[src/rtl/l1_cache_pkg.sv]
// Shared types and line-geometry helpers for the L1 refill/writeback engine.
package l1_cache_pkg;

  typedef enum logic [1:0] {
    L2CmdRd = 2'b00,
    L2CmdWr = 2'b01
  } l2_cmd_e;

  typedef enum logic [2:0] {
    StIdle,
    StWbRead,
    StWbReq,
    StWbData,
    StWbResp,
    StRdReq,
    StRdData,
    StDone
  } state_e;

  localparam int unsigned WordBytes = 4;

  function automatic int unsigned line_bytes(input int unsigned words);
    return words * WordBytes;
  endfunction

  function automatic int unsigned off_width(input int unsigned words);
    return $clog2(words * WordBytes);
  endfunction

endpackage

[src/rtl/l1_line_buffer.sv]
// Victim line staging buffer: one write port, one combinational read port.
module l1_line_buffer #(
  parameter int unsigned LINE_WORDS = 4,
  parameter int unsigned DATA_WIDTH = 32
) (
  input  logic                          clk,
  input  logic                          rst,
  input  logic                          wen,
  input  logic [$clog2(LINE_WORDS)-1:0] widx,
  input  logic [DATA_WIDTH-1:0]         wdata,
  input  logic [$clog2(LINE_WORDS)-1:0] ridx,
  output logic [DATA_WIDTH-1:0]         rdata
);

  logic [DATA_WIDTH-1:0] mem [LINE_WORDS];

  always_ff @(posedge clk or posedge rst) begin
    if (rst) begin
      for (int i = 0; i < int'(LINE_WORDS); i++) begin
        mem[i] <= '0;
      end
    end else if (wen) begin
      mem[widx] <= wdata;
    end
  end

  assign rdata = mem[ridx];

endmodule

[src/rtl/l1_refill_engine.sv]
// L1 miss handler: optional dirty-victim writeback, then line fetch from L2
// written beat-by-beat into the L1 data RAM, with done/err back to the controller.
module l1_refill_engine
  import l1_cache_pkg::*;
#(
  parameter int unsigned LINE_WORDS    = 4,
  parameter int unsigned ADDR_WIDTH    = 16,
  parameter int unsigned DATA_WIDTH    = 32,
  parameter int unsigned L2_CMND_WIDTH = 2,
  parameter int unsigned L2_SIZE_WIDTH = 3
) (
  input  logic                          clk,
  input  logic                          rst,
  input  logic                          miss_val,
  input  logic [ADDR_WIDTH-1:0]         miss_addr,
  input  logic                          miss_dirty,
  input  logic [ADDR_WIDTH-1:0]         miss_victim_addr,
  output logic                          miss_ack,
  output logic                          vic_ren,
  output logic [$clog2(LINE_WORDS)-1:0] vic_idx,
  input  logic [DATA_WIDTH-1:0]         vic_rdata,
  output logic                          fill_wen,
  output logic [$clog2(LINE_WORDS)-1:0] fill_idx,
  output logic [DATA_WIDTH-1:0]         fill_wdata,
  output logic                          req_val,
  output logic                          req_nc,
  output logic [L2_CMND_WIDTH-1:0]      req_cmd,
  output logic [L2_SIZE_WIDTH-1:0]      req_size,
  output logic [ADDR_WIDTH-1:0]         req_addr,
  output logic                          req_wdata_val,
  output logic [DATA_WIDTH-1:0]         req_wdata,
  output logic [DATA_WIDTH/8-1:0]       req_wstrb,
  input  logic                          req_rdy,
  input  logic                          resp_val,
  input  logic                          resp_err,
  input  logic                          resp_rdata_val,
  input  logic [DATA_WIDTH-1:0]         resp_rdata,
  output logic                          done,
  output logic                          err
);

  localparam int unsigned IDX_W = $clog2(LINE_WORDS);
  localparam int unsigned CNT_W = IDX_W + 1;
  localparam int unsigned OFF_W = off_width(LINE_WORDS);
  localparam logic [CNT_W-1:0] CntLast = CNT_W'(LINE_WORDS - 1);
  localparam logic [CNT_W-1:0] CntFull = CNT_W'(LINE_WORDS);
  localparam logic [IDX_W-1:0] IdxLast = IDX_W'(LINE_WORDS - 1);

  state_e                state;
  logic [CNT_W-1:0]      cnt;
  logic                  vic_vld;
  logic                  err_flag;
  logic [ADDR_WIDTH-1:0] miss_line;
  logic [ADDR_WIDTH-1:0] vic_line;

  logic                  buf_wen;
  logic [IDX_W-1:0]      buf_ridx;
  logic [DATA_WIDTH-1:0] buf_rdata;
  logic                  rd_beat;
  logic                  rd_keep;
  logic [CNT_W-1:0]      beats_now;
  logic                  rd_err;

  function automatic logic [ADDR_WIDTH-1:0] line_addr(input logic [ADDR_WIDTH-1:0] a);
    return {a[ADDR_WIDTH-1:OFF_W], {OFF_W{1'b0}}};
  endfunction

  // Gated with rst so every output reads zero while reset is held.
  assign miss_ack  = (state == StIdle) & miss_val & ~rst;

  assign buf_wen   = (state == StWbRead) & vic_vld;
  // Look one word ahead so req_wdata can be reloaded on the accepting edge.
  assign buf_ridx  = (state == StWbData) ? cnt[IDX_W-1:0] + IDX_W'(1) : '0;

  assign rd_beat   = (state == StRdData) & resp_rdata_val;
  assign rd_keep   = rd_beat & ~cnt[IDX_W];
  assign beats_now = cnt + CNT_W'(rd_beat);
  assign rd_err    = resp_err | err_flag | (beats_now != CntFull);

  assign fill_wen   = rd_keep;
  assign fill_idx   = rd_keep ? cnt[IDX_W-1:0] : '0;
  assign fill_wdata = rd_keep ? resp_rdata : '0;

  assign req_nc    = 1'b0;
  assign req_size  = req_val ? L2_SIZE_WIDTH'(OFF_W) : '0;
  assign req_wstrb = {(DATA_WIDTH/8){req_wdata_val}};

  l1_line_buffer #(
    .LINE_WORDS (LINE_WORDS),
    .DATA_WIDTH (DATA_WIDTH)
  ) u_line_buffer (
    .clk   (clk),
    .rst   (rst),
    .wen   (buf_wen),
    .widx  (cnt[IDX_W-1:0]),
    .wdata (vic_rdata),
    .ridx  (buf_ridx),
    .rdata (buf_rdata)
  );

  always_ff @(posedge clk or posedge rst) begin
    if (rst) begin
      state         <= StIdle;
      cnt           <= '0;
      vic_vld       <= 1'b0;
      err_flag      <= 1'b0;
      miss_line     <= '0;
      vic_line      <= '0;
      vic_ren       <= 1'b0;
      vic_idx       <= '0;
      req_val       <= 1'b0;
      req_cmd       <= '0;
      req_addr      <= '0;
      req_wdata_val <= 1'b0;
      req_wdata     <= '0;
      done          <= 1'b0;
      err           <= 1'b0;
    end else begin
      case (state)
        StIdle: begin
          if (miss_val) begin
            miss_line <= line_addr(miss_addr);
            vic_line  <= line_addr(miss_victim_addr);
            cnt       <= '0;
            err_flag  <= 1'b0;
            if (miss_dirty) begin
              state   <= StWbRead;
              vic_ren <= 1'b1;
              vic_idx <= '0;
            end else begin
              state    <= StRdReq;
              req_val  <= 1'b1;
              req_cmd  <= L2_CMND_WIDTH'(L2CmdRd);
              req_addr <= line_addr(miss_addr);
            end
          end
        end
        StWbRead: begin
          // vic_vld marks the cycle the RAM returns the word requested last cycle.
          vic_vld <= vic_ren;
          if (vic_ren) begin
            if (vic_idx == IdxLast) begin
              vic_ren <= 1'b0;
              vic_idx <= '0;
            end else begin
              vic_idx <= vic_idx + IDX_W'(1);
            end
          end
          if (vic_vld) begin
            if (cnt == CntLast) begin
              cnt      <= '0;
              state    <= StWbReq;
              req_val  <= 1'b1;
              req_cmd  <= L2_CMND_WIDTH'(L2CmdWr);
              req_addr <= vic_line;
            end else begin
              cnt <= cnt + CNT_W'(1);
            end
          end
        end
        StWbReq: begin
          if (req_rdy) begin
            req_val       <= 1'b0;
            req_cmd       <= '0;
            req_addr      <= '0;
            req_wdata_val <= 1'b1;
            req_wdata     <= buf_rdata;
            state         <= StWbData;
          end
        end
        StWbData: begin
          if (req_rdy) begin
            if (cnt == CntLast) begin
              req_wdata_val <= 1'b0;
              req_wdata     <= '0;
              cnt           <= '0;
              state         <= StWbResp;
            end else begin
              cnt       <= cnt + CNT_W'(1);
              req_wdata <= buf_rdata;
            end
          end
        end
        StWbResp: begin
          if (resp_val) begin
            if (resp_err) begin
              err_flag <= 1'b1;
              done     <= 1'b1;
              err      <= 1'b1;
              state    <= StDone;
            end else begin
              req_val  <= 1'b1;
              req_cmd  <= L2_CMND_WIDTH'(L2CmdRd);
              req_addr <= miss_line;
              state    <= StRdReq;
            end
          end
        end
        StRdReq: begin
          if (req_rdy) begin
            req_val  <= 1'b0;
            req_cmd  <= '0;
            req_addr <= '0;
            cnt      <= '0;
            state    <= StRdData;
          end
        end
        StRdData: begin
          // The counter saturates at a full line; surplus beats only mark the error.
          if (rd_keep) begin
            cnt <= beats_now;
          end else if (rd_beat) begin
            err_flag <= 1'b1;
          end
          if (resp_val) begin
            done     <= 1'b1;
            err      <= rd_err;
            err_flag <= rd_err;
            state    <= StDone;
          end
        end
        StDone: begin
          done     <= 1'b0;
          err      <= 1'b0;
          err_flag <= 1'b0;
          cnt      <= '0;
          state    <= StIdle;
        end
      endcase
    end
  end

endmodule

[config.mk]
export PLATFORM = sky130hd
export DESIGN_NAME = l1_refill_engine
export DESIGN_NICKNAME = d
export VERILOG_FILES = /design/src/rtl/l1_cache_pkg.sv /design/src/rtl/l1_line_buffer.sv /design/src/rtl/l1_refill_engine.sv
export SDC_FILE = /design/constraint.sdc
export NUM_CORES = 1
export LEC_CHECK = 0
export ABC_AREA = 1
export CAP_MARGIN = 20
export CELL_PAD_IN_SITES_DETAIL_PLACEMENT = 1
export CELL_PAD_IN_SITES_GLOBAL_PLACEMENT = 1
export CORE_MARGIN = 5
export CORE_UTILIZATION = 35
export DETAILED_ROUTE_END_ITERATION = 10
export PLACE_DENSITY = 0.82
export SYNTH_ARGS = -nofsm -noshare
export SYNTH_HDL_FRONTEND = slang
export SYNTH_HIERARCHICAL = 1
export SYNTH_SLANG_ARGS = --single-unit
[constraint.sdc]
create_clock -name clk -period 5.1 [get_ports clk]
set_clock_uncertainty 0.1 [all_clocks]
set_input_delay 1.53 -clock clk [delete_from_list [all_inputs] [get_ports clk]]
set_output_delay 1.53 -clock clk [all_outputs]
set_load 0.005 [all_outputs]
### Word level (Yosys, flattened, before mapping)

Index checks and enable logic that the tools add are counted.

* add/subtract/negate cells: 4
* $lt $le $gt $ge: 3
* equality and inequality tests: 28
* multiplexer cells: 82
* bitwise logic cells: 11
* reduce and logical (&&, ||, !) cells: 19

Operators with widths (number)
* 32-bit 2-to-1 mux: 7
* 128-bit bitwise mux: 1
* 16-bit 2-to-1 mux: 7
* 32-bit binary-select mux with 2-bit select: 1
* 32-bit demux with 2-bit select: 1
* 16-bit case mux with 4 select lines: 1
* 32-bit case mux with 2 select lines: 1
* 3-bit 2-to-1 mux: 17
* 2-bit 2-to-1 mux: 14
* 2-bit inequality test, second input constant: 13
* 3-bit case mux with 8 select lines: 1
* 1-bit 2-to-1 mux: 22
* 3-bit case mux with 6 select lines: 1
* 3-bit equality test, second input constant: 4
* 4-bit AND reduction: 3
* 6-bit AND reduction: 2
* 3-bit by 2-bit equality test with 1-bit output, second input constant: 3
* 3-bit inequality test, second input constant: 3
* 9-bit AND reduction: 1
* 1-bit case mux with 4 select lines: 2
* 2-bit case mux with 4 select lines: 1
* 8-bit AND reduction: 1
* 4-bit nonzero test: 2
* 3-bit >= comparator, second input constant: 2
* other kinds (22): 36

* register bits after elaboration: 217
* input bits: 104
* output and inout bits: 101
* logic and storage cells: 166

### Longest topological paths before layout

Gate-level depths: netlist of the first run.

* depth in word-level cells: 9
* gate-level depth with buffers: 13
* gate-level depth less buffers: 13

### Modules after synthesis

Netlist of the first run, hierarchy kept.

By module, submodules not included
* l1_line_buffer: times used 1, cells each 937, area an instance 6902.9 µm², seq. area each 3203.1 µm²
* l1_refill_engine: times used 1, cells each 636, area an instance 4600.7 µm², seq. area each 2102.0 µm²

### Worst setup path before layout of the first run

No wires, ideal clock.

* kind: input to output
* from: input port miss_val
* to: output port miss_ack
* arrival time: 2.214 ns
* required time: 3.470 ns
* setup slack: 1.256 ns
* stages: 4
* buffers on the path: 2
* path through: clkbuf_1 > nand2_1 > buf_2 > nor2_1

* longest elaborated chain between the ends: 2

RTL lines
* start, declared: RTL line l1_refill_engine.sv:14 `input logic miss_val,`
* 1-bit bitwise AND (2 in a row): RTL line l1_refill_engine.sv:69 `assign miss_ack = (state == StIdle) & miss_val & ~rst;`
* end, declared: RTL line l1_refill_engine.sv:18 `output logic miss_ack,`

No other way between the ends.

### Worst setup path in the final report of the first run

* from: input port resp_rdata_val
* to: output port fill_wdata[23]

* longest elaborated chain between the ends: 3

RTL lines
* start, declared: RTL line l1_refill_engine.sv:36 `input logic resp_rdata_val,`
* 1-bit bitwise AND: RTL line l1_refill_engine.sv:75 `assign rd_beat = (state == StRdData) & resp_rdata_val;`
* 1-bit bitwise AND: RTL line l1_refill_engine.sv:76 `assign rd_keep = rd_beat & ~cnt[IDX_W];`
* 32-bit 2-to-1 mux: RTL line l1_refill_engine.sv:82 `assign fill_wdata = rd_keep ? resp_rdata : '0;`
* end, declared: RTL line l1_refill_engine.sv:24 `output logic [DATA_WIDTH-1:0] fill_wdata,`

No other way between the ends.

==> metrics.md, run 1 <==
| Metric | Value |
|---|---|
| Peak supply drop | `approximately 0.00026 V` |
| Worst R2R Start | `state[2]` |
| CP bufs+invs | `3` |
| Setup repair after global routing missed its margin | `no` |
| Hold Path Stages | `2` |
| Place WS | `slightly above 300 ps` |
| Antenna Cells | `0` |
| PD cells | `around 570 nW/um2` |
| Pin count of the biggest net entering global routing | `65` |
| Mapped Area | `11500 um2` |
| HP Class | `reg -> reg` |
| Drt pass-1 iters | `5` |
| Dpl cells | `2121` |
| Synth top area cells | `dfrtp_1 (46%), nand2_1 (20%), nand3_1 (8.4%), inv_1 (7.2%), nand4_1 (3.5%)` |
| Final Wtd Congestion | `about 0.84` |
| Sink Count | `212` |
| Critical path required time | `3470 ps` |
| LEAKAGE | `~7.7 nW` |
| Die Height | `around 190 um` |
| CP max stage delay | `about 520 ps` |
| Minimum clock period | `between 4000 and 5000 ps` |
| Utilization after layout | `a little over two fifths` |
| # DRC | `0` |
| Clk slew on worst S/H paths | `around 60 ps` |
| Top-area cell type share of the netlist area | `about 46%` |
| Final hold viol count | `0` |
| Share of layout cells above drive strength 1 | `7.26%` |
| Die ar. | `around 37000 um2` |
| Worst slew pin tran | `1120 ps` |
| Period utilisation layout | `a little over nine tenths` |
| CTS max path bufs | `3` |
| Num CTS Buffers | `24` |
| CTS-repair resized insts | `0` |
| Crit path max-delay cell type | `clkdlybuf4s50_1` |
| Mean number of vias per cell | `a little under 5` |
| Initial Utilization | `35.4%` |
| Post-synthesis sequential area ratio | `between 40 and 50%` |
| Total number of vias | `10700` |
| Final worst slack | `between 300 and 400 ps` |
| Synth-to-Final Area Change | `23.8%` |
| Most frequent cells in the layout | `nand2_1 (601), inv_1 (219), dfrtp_1 (210), nand3_1 (194), clkdlybuf4s50_1 (188)` |
| Min-Delay Endpoint | `req_addr[4]` |
| Setup TNS | `0 ps` |
| R2r setup slk | `between 1500 and 2000 ps` |
| Max FO, Critical Path | `34` |
| Overall routing resource usage | `about a fifth` |
| Setup violations, final | `0` |
| Yosys warns | `6` |
| Area of the multi-input gates | `4660 um2` |
| HP Start | `req_addr[4]` |
| Vias in the first global route | `around 11000` |
| First-pass GRT wire length | `roughly 60000 um` |
| Clk Tree Root Cell | `clkbuf_16` |
| DR WL/cell | `17.4 um` |
| Worst r2r dst | `u_line_buffer/mem[126]` |
| Synth unique cells | `26` |
| Detailed Place HPWL | `24300 um` |
| Relative slew slack | `25.1%` |
| CP top delay family | `buffers and inverters` |
| Routed Antenna Nets | `0` |
| # fillers | `4031` |
| Final Instance Count excl. Fillers | `~2200` |
| WP data arrival | `between 3000 and 4000 ps` |
| CP endpoint kind | `output pin` |
| Core Area | `about 32000 um2` |
| Fin. max-slew vios | `0` |
| Die width | `191 um` |
| Worst setup path class | `in -> out` |
| Crit path cell chain | `clkdlybuf4s50_1, nand2_2, nor2_4, inv_2, nor2_1, clkdlybuf4s50_1` |
| Initial antenna violation count | `0` |
| Remaining global-route overflow | `0` |
| R2R depth | `7` |
| DRT iter0 DRCs | `just over 800` |
| Buffers on Ports | `188` |
| Hold-fix buffers at CTS | `0` |
| Startpoint Class | `input pin` |
| Ports | `between 200 and 250` |
| Cell count after synthesis | `between 1500 and 2000` |
| Worst-skew pair later-pin latency | `between 500 and 600 ps` |
| Leading cell type in the layout, fill and taps excluded | `nand2_1` |
| H-tree depth | `1` |
| Tot Pwr | `8.08 mW` |
| Nets | `1813` |
| Max_cap viols | `0` |
| Seq cells post-synth | `212` |
| Clock tree from TritonCTS | `done` |
| Area leader, netlist | `dfrtp_1` |
| FMAX | `209 MHz` |
| Total wire length | `approximately 38000 um` |
| FF/Latch Area | `between 5000 and 6000 um2` |
| Mean Syn Cell Area | `roughly 7.3 um2` |
| # Post-CTS Setup Buffers | `0` |
| Status | `finished, final reports clean` |
| Row count | `66` |
| Critical path's most frequent cell | `clkdlybuf4s50_1` |
synthesized netlist by cell type (all sizes together):
cell,number
nor2,62
buf,93
clkbuf,16
xnor2,1
nand3b,2
nand2,606
nand3,198
inv,231
o21ai,73
o22ai,1
nor3,1
conb,1
dfrtp,212
a21oi,7
nand4,65
ha,4
through the flow:
stage / hold WS (ps) / cell area [um2]
after floorplan: 342 / 11500
after global placement: 353 / 13400
after detailed placement: 358 / 13400
after CTS: 372 / 14200
after global routing: 390 / 14200
final: 366 / 14200
cell families (layout without fill, tap and decap cells):
logic type	count (synthesis)	after routing	share of synthesized area [%]
DFF	212	212	46.1
and+or+nand+nor	934	934	35.0
adders and majority gates	4	4	0.435
buffers and inverters	340	481	13.8
xor gates and xnor gates	1	1	0.0762
AOI/OAI and AO/OA	81	81	4.58
other	1	8	0.0326
how the worst max path moves through the flow:
stage	depth (start not counted)	from	slack [ps]	to
2_1_floorplan	1	rst	60	u_line_buffer/mem[0]
5_1_grt	6	resp_rdata_val	160	fill_wdata[15]
3_5_place_dp	6	resp_rdata_val	300	fill_wdata[0]
4_1_cts	6	resp_rdata_val	300	fill_wdata[0]
6_report	6	resp_rdata_val	330	fill_wdata[23]
3_3_place_gp	6	resp_rdata_val	330	fill_idx[0]
metal layers:
metal / vias up / GRT usage (%) / share of wire [%]
li1: 5105 / - / -
met5: - / 0 / 0
met3: 42 / 2.78 / 5.9
met1: 5278 / 25.9 / 43
met2: 278 / 36.6 / 49
met4: 0 / 3.37 / 1.5
sequential cells by signal, indices dropped and copies added (netlist names), 2 cells and up:
register           count
cnt                    3
req_wdata             32
miss_line             12
vic_line              12
vic_idx                2
state                  3
u_line_buffer/mem    128
req_addr              12
worst min-delay path: cells and delay by family, from the launching register on:
family        cells  cell delay (ps)
flops             1              340
simple gates      2               90
layout make-up:
cell class                 instances  share of cell area [%]
timing repair buffer             208                    14.4
inverter                         231                    6.12
clock buffer                      35                    5.22
multi-input combinational       1028                    32.7
tap                              442                    3.88
clock inverter                     7                   0.422
sequential                       212                    37.3
power breakdown:
| group | switching [mW] | internal (mW) | total, mW | leakage [nW] |
|---|---|---|---|---|
| Sequential | 0.509 | 2.44 | 2.95 | 2.36 |
| Combinational | 2.08 | 1.28 | 3.36 | 4.94 |
| Clock | 0.711 | 1.05 | 1.76 | 0.406 |
| Total | 3.30 | 4.78 | 8.08 | 7.70 |
No activity file was read; power rests on OpenSTA's default activity.
==> run 2, diff against run 1 <==
--- a/config.mk
+++ b/config.mk
@@ -9,6 +9,7 @@
 export CAP_MARGIN = 20
 export CELL_PAD_IN_SITES_DETAIL_PLACEMENT = 1
 export CELL_PAD_IN_SITES_GLOBAL_PLACEMENT = 1
+export CORE_ASPECT_RATIO = 0.6
 export CORE_MARGIN = 5
 export CORE_UTILIZATION = 35
 export DETAILED_ROUTE_END_ITERATION = 10
==> run 2 against run 1 <==
  * Cell count is 0.79% lower
  * Cell area is 0.23% lower
  * Global-route usage is 0.68 points higher
  * Highest routed layer unchanged
==> metrics.md, run 2 (same netlist as run 1, synthesis figures left out) <==
| Metric | Value |
|---|---|
| GR Layer Usage met1 | `29.6% (was 25.9%)` |
| Crit path max-delay cell type | `clkdlybuf4s50_1 (unchanged)` |
| Fin. max-slew vios | `0 (unchanged)` |
| CP endpoint kind | `output pin (unchanged)` |
| Clock tree from TritonCTS | `done (unchanged)` |
| FF/Latch Area | `5310 um2 (unchanged)` |
| Max FO, Critical Path | `34 (unchanged)` |
| # DRC | `0 (unchanged)` |
| Nets | `1814 (was 1813)` |
| Drt pass-1 iters | `5 (unchanged)` |
| Setup violations, final | `0 (unchanged)` |
| R2r setup slk | `1930 ps (was 1680 ps)` |
| Setup TNS | `0 ps (unchanged)` |
| Total number of vias | `10700 (about the same)` |
| Period utilisation layout | `93.9% (was 93.6%)` |
| Hold-fix buffers at CTS | `0 (unchanged)` |
| Antenna Cells | `0 (unchanged)` |
| Overall routing resource usage | `20.8% (was 20.1%)` |
| Sink Count | `212 (unchanged)` |
| Vias in the first global route | `11200 (about the same)` |
| Biggest register | `u_line_buffer/mem (unchanged)` |
| Worst-skew pair later-pin latency | `530 ps (was 520 ps)` |
| Die Height | `150 um (was 191 um)` |
| PD cells | `574 nW/um2 (was 567 nW/um2)` |
| WP data arrival | `3160 ps (was 3140 ps)` |
| Die ar. | `36700 um2 (was 36600 um2)` |
| Worst setup path class | `in -> out (unchanged)` |
| First-pass GRT wire length | `62000 um (was 60000 um)` |
| Row count | `51 (was 66)` |
| Crit path cell chain | `clkdlybuf4s50_1, nand2_2, nor2_4, inv_2, nor2_1, clkdlybuf4s50_1 (unchanged)` |
| Hold Slack | `372 ps (was 366 ps)` |
| GR Layer Usage met2 | `34.2% (was 36.6%)` |
| Most frequent cells in the layout | `nand2_1 (601), inv_1 (219), dfrtp_1 (210), nand3_1 (194), clkdlybuf4s50_1 (188) (unchanged)` |
| Largest regs | `u_line_buffer/mem x128, req_wdata x32 (unchanged)` |
| Minimum clock period | `4790 ps (was 4770 ps)` |
| Core Area | `32400 um2 (was 32500 um2)` |
| Detailed Place HPWL | `25600 um (was 24300 um)` |
| Final hold viol count | `0 (unchanged)` |
| Initial Utilization | `35.5% (was 35.4%)` |
| DRT iter0 DRCs | `779 (was 805)` |
| Critical path's most frequent cell | `clkdlybuf4s50_1 (unchanged)` |
| Max reg flops | `128 (unchanged)` |
| Final Wtd Congestion | `0.833 (was 0.838)` |
| Worst R2R Start | `state[2] (unchanged)` |
| # fillers | `4048 (was 4031)` |
| Critical path required time | `3470 ps (about the same)` |
| Synth-to-Final Area Change | `23.5% (was 23.8%)` |
| Pin count of the biggest net entering global routing | `66 (was 65)` |
| Tot Pwr | `8.16 mW (was 8.08 mW)` |
| Total wire length | `39100 um (was 37600 um)` |
| Worst r2r dst | `u_line_buffer/mem[99] (was u_line_buffer/mem[126])` |
| Clk Tree Root Cell | `clkbuf_16 (unchanged)` |
| Clk slew on worst S/H paths | `60 ps (about the same)` |
| Setup repair after global routing missed its margin | `no (unchanged)` |
| HP Class | `reg -> reg (unchanged)` |
| Max_cap viols | `0 (unchanged)` |
| Initial antenna violation count | `0 (unchanged)` |
| Num CTS Buffers | `24 (unchanged)` |
| Mean number of vias per cell | `5.01 (was 4.95)` |
| Remaining global-route overflow | `0 (unchanged)` |
| CP max stage delay | `520 ps (about the same)` |
| FMAX | `209 MHz (about the same)` |
| Routed Antenna Nets | `0 (unchanged)` |
| Die width | `244 um (was 191 um)` |
| Area of the multi-input gates | `4660 um2 (unchanged)` |
| Share of layout cells above drive strength 1 | `7.14% (was 7.26%)` |
| Busiest grt layer | `met2 (unchanged)` |
| LEAKAGE | `7.69 nW (was 7.70 nW)` |
| Buffers on Ports | `188 (unchanged)` |
| Relative slew slack | `29.4% (was 25.1%)` |
| H-tree depth | `1 (unchanged)` |
| # Post-CTS Setup Buffers | `0 (unchanged)` |
| Peak supply drop | `0.000255 V (was 0.000262 V)` |
| CTS-repair resized insts | `0 (unchanged)` |
| R2R depth | `6 (was 7)` |
| Ports | `205 (unchanged)` |
| Startpoint Class | `input pin (unchanged)` |
| Leading cell type in the layout, fill and taps excluded | `nand2_1 (unchanged)` |
| Status | `finished, final reports clean (unchanged)` |
| CP Capture Point | `fill_wdata[4] (was fill_wdata[23])` |
| CP startpoint | `resp_rdata_val (unchanged)` |
| CTS max path bufs | `3 (unchanged)` |
| DR WL/cell | `18.2 um (was 17.4 um)` |
| Met3 Use GR | `3.23% (was 2.78%)` |
| Worst slew pin tran | `1060 ps (was 1120 ps)` |
## run 2: cell types whose count changed in the layout (fill, tap and decap cells not counted), sizes merged
cell	delta
inv	+1
buf	+1
clkinv	-2
clkbuf	+1
## run 2: area by class of cell
cell class	instances	share of cell area, %
Clock inverter	6	0.414
Multi-Input combinational cell	1028	32.8
Tap cell	424	3.74
Timing Repair Buffer	209	14.4
Clock buffer	36	5.12
Inverter	231	6.13
Sequential cell	212	37.4
## run 2: worst min path at each step
| stage | startpoint | to | slack [ps] | depth (start not counted) |
|---|---|---|---|---|
| floorplan | u_line_buffer/mem[100] | u_line_buffer/mem[100] | 340 | 2 |
| global route | u_line_buffer/mem[95] | u_line_buffer/mem[95] | 390 | 2 |
| global placement | u_line_buffer/mem[124] | u_line_buffer/mem[124] | 350 | 2 |
| finish | u_line_buffer/mem[76] | u_line_buffer/mem[76] | 370 | 2 |
| CTS | u_line_buffer/mem[121] | u_line_buffer/mem[121] | 370 | 2 |
| detailed placement | u_line_buffer/mem[105] | u_line_buffer/mem[105] | 360 | 2 |
## run 2: layer usage
layer,wire (um),vias up
met5,0,-
met4,693,0
met3,1750,42
met2,17800,262
met1,18800,5334
li1,-,5105
## run 2: stage by stage
step	util [%]	area [um2]	std cells	setup slack, ps
floorplan	-	11500	1580	57.4
global placement	41.4	13400	2104	354
detailed placement	41.4	13400	2104	293
CTS	43.8	14200	2146	292
global route	43.8	14200	2146	175
finish	43.8	14200	2146	313
## run 2: critical path: cells and delay by family
kind	cells	cell delay [ps]
buffers and inverters	3	1230
AND/OR/NAND/NOR	3	380
## run 2: report_power, final
part | total (mW) | switching [mW] | internal [mW] | leakage, nW
Combinational | 3.44 | 2.15 | 1.29 | 4.94
Sequential | 2.96 | 0.514 | 2.44 | 2.36
Clock | 1.76 | 0.730 | 1.03 | 0.391
==> run 3, diff against run 2 <==
--- a/config.mk
+++ b/config.mk
@@ -18,3 +18,4 @@
 export SYNTH_HDL_FRONTEND = slang
 export SYNTH_HIERARCHICAL = 1
 export SYNTH_SLANG_ARGS = --single-unit
+export TNS_END_PERCENT = 100
==> results of run 3 <==
The final DEF is identical to that of run 2; final timing and power are the same.
